### src/rtl/pool_pkg.sv
// Shared pooling definitions: mode encodings, default widths and the signed-max helper.
package pool_pkg;

    localparam logic MODE_MAX = 1'b0;
    localparam logic MODE_AVG = 1'b1;

    // Default sample width and the widths of the pair sum and the window sum
    localparam int unsigned POOL_DATA_W = 8;
    localparam int unsigned POOL_PAIR_W = POOL_DATA_W + 1;
    localparam int unsigned POOL_WIN_W  = POOL_DATA_W + 2;

    // Width of the generic signed-max operands; callers sign-extend into it
    localparam int unsigned SMAX_W = 32;

    // Two's complement max: opposite signs pick the non-negative one,
    // equal signs compare the remaining magnitude bits
    function automatic logic [SMAX_W-1:0] signed_max(input logic [SMAX_W-1:0] a,
                                                     input logic [SMAX_W-1:0] b);
        logic [SMAX_W-1:0] r;
        if (a[SMAX_W-1] != b[SMAX_W-1]) begin
            r = a[SMAX_W-1] ? b : a;
        end else begin
            r = (a[SMAX_W-2:0] > b[SMAX_W-2:0]) ? a : b;
        end
        return r;
    endfunction

endpackage

### src/rtl/pool_combine.sv
// One-channel combine stage: signed max (sign-extended) or full-width signed sum.
module pool_combine
    import pool_pkg::*;
#(
    parameter int unsigned W = POOL_DATA_W
) (
    input  logic [W-1:0] a,
    input  logic [W-1:0] b,
    input  logic         mode,
    output logic [W:0]   y
);

    logic [SMAX_W-1:0] max_c;

    // Max path widens both operands so the shared helper can be reused at any width
    always_comb begin
        max_c = signed_max(SMAX_W'($signed(a)), SMAX_W'($signed(b)));
        if (mode == MODE_AVG) begin
            y = (W+1)'($signed(a)) + (W+1)'($signed(b));
        end else begin
            y = (W+1)'(max_c);
        end
    end

endmodule

### src/rtl/max_pool_stream.sv
// Streaming 2x2 / stride-2 max or average pooling over a raster-order feature map.
module max_pool_stream
    import pool_pkg::*;
#(
    parameter int unsigned DATA_W = POOL_DATA_W,
    parameter int unsigned CH     = 1,
    parameter int unsigned IMG_W  = 28,
    parameter int unsigned IMG_H  = 28
) (
    input  logic                 clk,
    input  logic                 rst,
    input  logic                 mode,
    input  logic [CH*DATA_W-1:0] in_data,
    input  logic                 in_valid,
    output logic                 in_ready,
    output logic [CH*DATA_W-1:0] out_data,
    output logic                 out_valid,
    input  logic                 out_ready,
    output logic                 out_last
);

    localparam int unsigned PAIR_W   = DATA_W + 1;
    localparam int unsigned WIN_W    = DATA_W + 2;
    localparam int unsigned BUS_W    = CH * DATA_W;
    localparam int unsigned COL_W    = (IMG_W > 1) ? $clog2(IMG_W) : 1;
    localparam int unsigned ROW_W    = (IMG_H > 1) ? $clog2(IMG_H) : 1;
    localparam int unsigned LB_DEPTH = IMG_W / 2;
    localparam int unsigned LB_AW    = (LB_DEPTH > 1) ? $clog2(LB_DEPTH) : 1;

    logic [COL_W-1:0]    col_q, col_d;
    logic [ROW_W-1:0]    row_q, row_d;
    logic                mode_q, mode_d;
    logic [BUS_W-1:0]    pair_q, pair_d;
    logic                out_valid_q, out_valid_d;
    logic [BUS_W-1:0]    out_data_q, out_data_d;
    logic                out_last_q, out_last_d;

    logic                accept_c;
    logic                col_last_c;
    logic                row_last_c;
    logic [LB_AW-1:0]    lb_idx_c;
    logic [CH*PAIR_W-1:0] lb_rd_c;
    logic [CH*PAIR_W-1:0] h_c;
    logic [CH*WIN_W-1:0]  v_c;
    logic [BUS_W-1:0]    res_c;

    logic [CH*PAIR_W-1:0] lb_mem [LB_DEPTH];

    // Upstream may push whenever the output slot is free or being drained this cycle
    assign in_ready   = !out_valid_q || out_ready;
    assign accept_c   = in_valid && in_ready;
    assign col_last_c = (col_q == COL_W'(IMG_W - 1));
    assign row_last_c = (row_q == ROW_W'(IMG_H - 1));
    assign lb_idx_c   = LB_AW'(col_q >> 1);
    assign lb_rd_c    = lb_mem[lb_idx_c];

    assign out_data  = out_data_q;
    assign out_valid = out_valid_q;
    assign out_last  = out_last_q;

    // Per-channel horizontal (pair) and vertical (line) combine, then final scaling
    for (genvar ch = 0; ch < CH; ch++) begin : g_ch
        pool_combine #(.W(DATA_W)) u_h (
            .a    (pair_q[ch*DATA_W +: DATA_W]),
            .b    (in_data[ch*DATA_W +: DATA_W]),
            .mode (mode_q),
            .y    (h_c[ch*PAIR_W +: PAIR_W])
        );

        pool_combine #(.W(PAIR_W)) u_v (
            .a    (lb_rd_c[ch*PAIR_W +: PAIR_W]),
            .b    (h_c[ch*PAIR_W +: PAIR_W]),
            .mode (mode_q),
            .y    (v_c[ch*WIN_W +: WIN_W])
        );

        // Avg divides the 4-sample sum by 4 (arithmetic shift); max already fits DATA_W
        assign res_c[ch*DATA_W +: DATA_W] = (mode_q == MODE_AVG)
                                          ? v_c[ch*WIN_W + 2 +: DATA_W]
                                          : v_c[ch*WIN_W +: DATA_W];
    end

    // Next-state: raster counters, pair hold, mode latch and output slot
    always_comb begin
        col_d       = col_q;
        row_d       = row_q;
        mode_d      = mode_q;
        pair_d      = pair_q;
        out_valid_d = out_valid_q;
        out_data_d  = out_data_q;
        out_last_d  = out_last_q;

        if (out_valid_q && out_ready) begin
            out_valid_d = 1'b0;
        end

        if (accept_c) begin
            if ((col_q == '0) && (row_q == '0)) begin
                mode_d = mode;
            end

            if (!col_q[0]) begin
                pair_d = in_data;
            end

            if (col_last_c) begin
                col_d = '0;
                row_d = row_last_c ? '0 : row_q + ROW_W'(1);
            end else begin
                col_d = col_q + COL_W'(1);
            end

            if (col_q[0] && row_q[0]) begin
                out_valid_d = 1'b1;
                out_data_d  = res_c;
                out_last_d  = row_last_c && col_last_c;
            end
        end
    end

    // State registers with synchronous reset
    always_ff @(posedge clk) begin
        if (rst) begin
            col_q       <= '0;
            row_q       <= '0;
            mode_q      <= MODE_MAX;
            pair_q      <= '0;
            out_valid_q <= 1'b0;
            out_data_q  <= '0;
            out_last_q  <= 1'b0;
        end else begin
            col_q       <= col_d;
            row_q       <= row_d;
            mode_q      <= mode_d;
            pair_q      <= pair_d;
            out_valid_q <= out_valid_d;
            out_data_q  <= out_data_d;
            out_last_q  <= out_last_d;
        end
    end

    // Line buffer: even rows deposit pair results, odd rows read them back; never reset
    always_ff @(posedge clk) begin
        if (accept_c && col_q[0] && !row_q[0]) begin
            lb_mem[lb_idx_c] <= h_c;
        end
    end

endmodule

### config.mk
export PLATFORM = sky130hd
export DESIGN_NAME = max_pool_stream
export DESIGN_NICKNAME = d
export VERILOG_FILES = /design/src/rtl/pool_pkg.sv /design/src/rtl/pool_combine.sv /design/src/rtl/max_pool_stream.sv
export SDC_FILE = /design/constraint.sdc
export NUM_CORES = 1
export LEC_CHECK = 0
export CORE_MARGIN = 8
export CORE_UTILIZATION = 50
export DETAILED_ROUTE_END_ITERATION = 10
export PLACE_DENSITY = 0.71
export SKIP_LAST_GASP = 1
export SYNTH_ARGS = -nofsm -noshare
export SYNTH_HDL_FRONTEND = slang
export SYNTH_SLANG_ARGS = --single-unit
### constraint.sdc
create_clock -name clk -period 6.1 [get_ports clk]
set_input_delay 1.525 -clock clk [delete_from_list [all_inputs] [get_ports clk]]
set_output_delay 1.525 -clock clk [all_outputs]
set_load 0.01 [all_outputs]
# Yosys cells after proc, flatten, opt, wreduce, memory -nomap -nowiden
# Memories as Yosys holds them, arrays and structs flattened. A register that Yosys moved wholly into a read port is not among the register bits.
# Cells that the tools add are included.
# op_classes
bitwise	1
order_cmp	2
eq_ne	4
add_sub_neg	4
n_reduce_logical	16
mux	18
# op_table
op	n
$gt 31x31->1	2
$mux 10	4
$mux 9	4
$add 5x1->5 const B	2
$add 9x9->10	1
$eq 5x5->1 const B	2
$logic_not 5->1	2
$mux 5	2
$add 8x8->9	1
$mux 4	2
$mux 8	1
$reduce_and 2->1	4
$logic_and 1x1->1	7
$mux 1	5
$logic_not 1->1	2
$ne 1x1->1	2
$logic_or 1x1->1	1
$not 1->1	1
# totals
wordCells	53
reg_bits	29
in_bits	13
out_inout_bits	11
mem_count	1
ramBits	126
# mem_list
memory	depth	word_bits	rd	rd_clocked_by_memory_dff	write_ports	line	text
lb_mem	14	9	1	1	1	max_pool_stream.sv:47	logic [CH*PAIR_W-1:0] lb_mem [LB_DEPTH];

# Logic depth before layout (Yosys ltp)
# depth
word_depth	9
depth_mapped	17
mapped_depth_nobuf	17

# Cells and area by module
# Synthesis repeated with hierarchy kept, for this count alone.
# hier_totals
hier_cells	617
area_unflattened_um2	8087.8
# by_module_without_submodules
module	cells_each	area_each_um2	instances	seq_area_each_um2
max_pool_stream	394	6374.9	1	4444.3
pool_combine at g_ch[0].u_v	112	858.3	1	0.0
pool_combine at g_ch[0].u_h	111	854.6	1	0.0

# Worst setup path before layout
# Ideal clock, no wire load.
# synth_timing
path_type	in2reg
from	input in_data[7]
to	register out_data_q[7], in the netlist out_data[7]
arrival_time_ns	4.898
slack_ns	1.085
setup_ns	0.117
path_buffers	0
required_time_ns	5.983
cell_stages	16
cell_sequence	inv_1 > ha_1 > inv_1 > nor4_1 > o211ai_1 > o21ai_2 > a211oi_1 > a21oi_1 > ha_1 > nand2b_1 > a221oi_1 > o22ai_1 > o31ai_1 > or3_1 > nand3_1 > a32o_1
# synth_between
elab_chain_len	9
word_cells_on_any_way	15
cone_classes	2 x add/sub; 2 x order compare; 2 x eq/ne; 9 x mux
# synth_rtl
element	line	text
start: declaration	max_pool_stream.sv:13	input logic [CH*DATA_W-1:0] in_data,
$gt 31x31->1	pool_pkg.sv:23	r = (a[SMAX_W-2:0] > b[SMAX_W-2:0]) ? a : b;
$mux 9	pool_pkg.sv:23	
$mux 9 (*)	pool_pkg.sv:20	if (a[SMAX_W-1] != b[SMAX_W-1]) begin
$mux 9 (*)	pool_combine.sv:18	if (mode == MODE_AVG) begin
via g_ch[0].u_h.y[0]	pool_combine.sv:10	output logic [W:0] y
$gt 31x31->1	pool_pkg.sv:23	
$mux 10	pool_pkg.sv:23	
$mux 10	pool_pkg.sv:20	
$mux 10 (*)	pool_combine.sv:18	
$mux 8 (*)	max_pool_stream.sv:79	? v_c[ch*WIN_W + 2 +: DATA_W]
end signal: assignment	max_pool_stream.sv:137	out_data_q <= out_data_d;
end: declaration	max_pool_stream.sv:35	logic [BUS_W-1:0] out_data_q, out_data_d;
# The timed path passes the listed nets; every way through them passes the cells marked *.
# A chain may end at the register's enable or synchronous reset.

# Worst setup path after layout
# Ends and elaborated chain as after synthesis.

==> results.sh <==
export IMPL_hold_slack_ps=546.6
export IMPL_routabilityCongestion=0.9304
export IMPL_drt_wl_total_um=16460
export IMPL_ys_warn_count=0
export IMPL_row_count=45
export IMPL_fin_nets=643
export IMPL_hp_class="flop to flop"
export IMPL_path_class="primary input to flop"
export IMPL_peakVddDrop_v=0.0002055
export IMPL_io_pins=24
export IMPL_crit_required_ps=6470
export IMPL_rsz0062_at_grt="no"
export IMPL_synth_top_family_by_area="multiplexers"
export IMPL_final_common_cell="edfxtp_1"
export IMPL_clk_latency_ps=430
export IMPL_worst_slew_pin_slew_ps=1333
export IMPL_synth_compound_area_share_pct=6.951
export IMPL_start_kind="primary input"
export IMPL_dp_cells=758
export IMPL_drive_gt1_share_pct=15.12
export IMPL_tns_ps=0
export IMPL_synth_edf_count=126
export IMPL_dr_pass1_iters=5
export IMPL_synth_avg_cell_area_um2=13.45
export IMPL_hold_viol=0
export IMPL_startpoint="in_data[7]"
export IMPL_cts_max_level=4
export IMPL_post_synth_num_cell_types=48
export IMPL_post_route_drc_count=0
export IMPL_gr_total_overflow=0
export IMPL_fmax_mhz=183.1
export IMPL_cts_num_sinks=159
export IMPL_synth_flop_cell="edfxtp_1"
export IMPL_status="completed"
export IMPL_hpwl_um=10880
export IMPL_setup_viol=0
export IMPL_track_usage_pct=17.65
export IMPL_grt_pass1_vias=4823
export IMPL_vias_per_cell=5.958
export IMPL_maxSlewViolCount=0
export IMPL_synth_simple_area_share_pct=8.838
export IMPL_cap_violations=0
export IMPL_netlist_instances=562
export IMPL_synth_mux_area_share_pct=14.00
export IMPL_end_kind="flop"
export IMPL_grt_pass1_wl_um=26320
export IMPL_synth_xor_area_share_pct=1.854
export IMPL_clk_pin_slew_worst_paths_ps=70
export IMPL_grt_max_degree=34
export IMPL_cts_resized=0
export IMPL_antenna_found_initial=0
export IMPL_critPathArrivalTime_ps=5830
export IMPL_regToRegStartpoint="pair_q[7]"
export IMPL_fin_crit_sh_pct=89.55
export IMPL_wl_per_cell_um=20.84
export IMPL_netlist_area_mm2=0.007560
export IMPL_port_buffers=23
export IMPL_cts_buffers=17
export IMPL_synth_adder_area_share_pct=6.885
export IMPL_placed_area_mm2=0.008009
export IMPL_postCtsHoldBufs=0
export IMPL_cts_root_buffer="clkbuf_16"
export IMPL_syn_to_final_growth_pct=14.08
export IMPL_fin_area_mm2=0.008625
export IMPL_ys_seq_elements=159
export IMPL_clock_skew_ps=9.214
export IMPL_final_cell_mix="126 x edfxtp_1, 56 x nor2_1, 40 x ha_1"
export IMPL_vias=4707
export IMPL_start_util_pct=50.48
export IMPL_drt_initial_drc_count=370
export IMPL_clock_path_buffers=2
export IMPL_fin_cells=790
export IMPL_power_density_mw_per_mm2=303.9
export IMPL_cellLeakagePower_nw=2.997
export IMPL_die_area_mm2=0.01931
export IMPL_ys_seq_area_share_pct=58.79
export IMPL_die_h_um=139.0
export IMPL_synthArstFlopShare_pct=0
export IMPL_hp_start="out_data[7]"
export IMPL_synth_fp_nets=616
export IMPL_cts_tree="built"
export IMPL_postRouteAntennaNets=0
export IMPL_finalCriticalPeriod_ps=5462
export IMPL_antenna_cells=0
export IMPL_cts_setup_buffers=0
export IMPL_core_region_area_mm2=0.01498
export IMPL_maxSlewHeadroom_pct=10.72
export IMPL_cp_max_fo=15
export IMPL_die_w_um=139.0
routing by layer:
metal	wire, µm	track usage [%]	up-vias
met4	388	7.626	0
met1	6849	21.37	2328
li1	-	-	2174
met3	1074	4.475	30
met5	0	0	-
met2	8151	29.39	175
cell usage after synthesis (4+ instances only):
master / number / area share (%)
inv_1: 26 / 1.3
dfxtp_1: 33 / 8.7
nor2_1: 56 / 2.8
nor3_1: 10 / 0.66
nand4_1: 6 / 0.50
xor2_1: 6 / 0.70
or3b_1: 5 / 0.58
edfxtp_1: 126 / 50
nor2b_1: 5 / 0.41
clkbuf_1: 16 / 0.79
or3_1: 4 / 0.33
o21ai_0: 12 / 0.79
nand2b_1: 8 / 0.66
mux4_2: 23 / 6.9
xnor2_1: 10 / 1.2
mux2i_1: 36 / 4.8
a21oi_1: 33 / 2.2
ha_1: 40 / 6.6
nand3_1: 8 / 0.53
nand2_1: 23 / 1.1
o211ai_1: 5 / 0.50
a211oi_1: 8 / 0.79
buf_2: 6 / 0.40
mux2_2: 16 / 2.4
power by group:
group / total [mW] / switching [mW] / internal, mW
sequential: 1.22 / 0.0158 / 1.21
clock: 1.10 / 0.477 / 0.626
combinational: 0.293 / 0.177 / 0.116
sequential cells by signal, summed over array words and instances, names as in the netlist, named ones only:
signal     count
lb_mem       126
col_q          5
pair_q         8
row_q          5
out_data       8
mode_q         1
out_last       1
out_valid      1
worst max-delay path: stages:
cell and delay (ps):
clkdlybuf4s50_1 530, inv_1 80, ha_1 350, inv_1 90, nor4_1 310, o211ai_1 150
o21ai_2 170, buf_4 200, mux2i_1 300, mux2_2 240, inv_1 210, ha_1 290
or3_1 370, o22ai_1 260, o31ai_1 150, or3_1 320, nand3_1 100, a32o_1 170
through the flow:
step | util [%] | setup WS (ps) | power, mW
floorplan | - | 1085 | 1.444
global placement | 53.48 | 384.5 | 1.524
detailed placement | 53.48 | 268.5 | 1.534
CTS | 57.59 | 707.2 | 2.631
global route | 57.59 | 304.3 | 2.698
finish | 57.59 | 637.6 | 2.621
layout make-up:
cell class	instances	area, µm²
fillers	1161	6352
flip-flops and latches	159	4446
well taps	188	235.2
multi-input cells	353	2933
clock buffers	17	425.4
clock inverters	15	190.2
repair buffers	32	297.8
inverters	26	97.59
cell families after synthesis:
group / count (synthesis)
compound gates: 83
xor+xnor: 16
fa+ha+maj: 41
buf+inv: 50
flops: 159
mux: 75
simple gates: 138
worst paths after layout:
path | to | slack (ps) | depth (start not counted)
worst max-delay path | out_data[7] | 640 | 18
worst min-delay path | out_data[7] | 550 | 1
worst max register to register | out_data[7] | 1950 | 16
worst min register to register | out_data[7] | 550 | 1
Note: power is estimated with default switching activity, not from simulation.
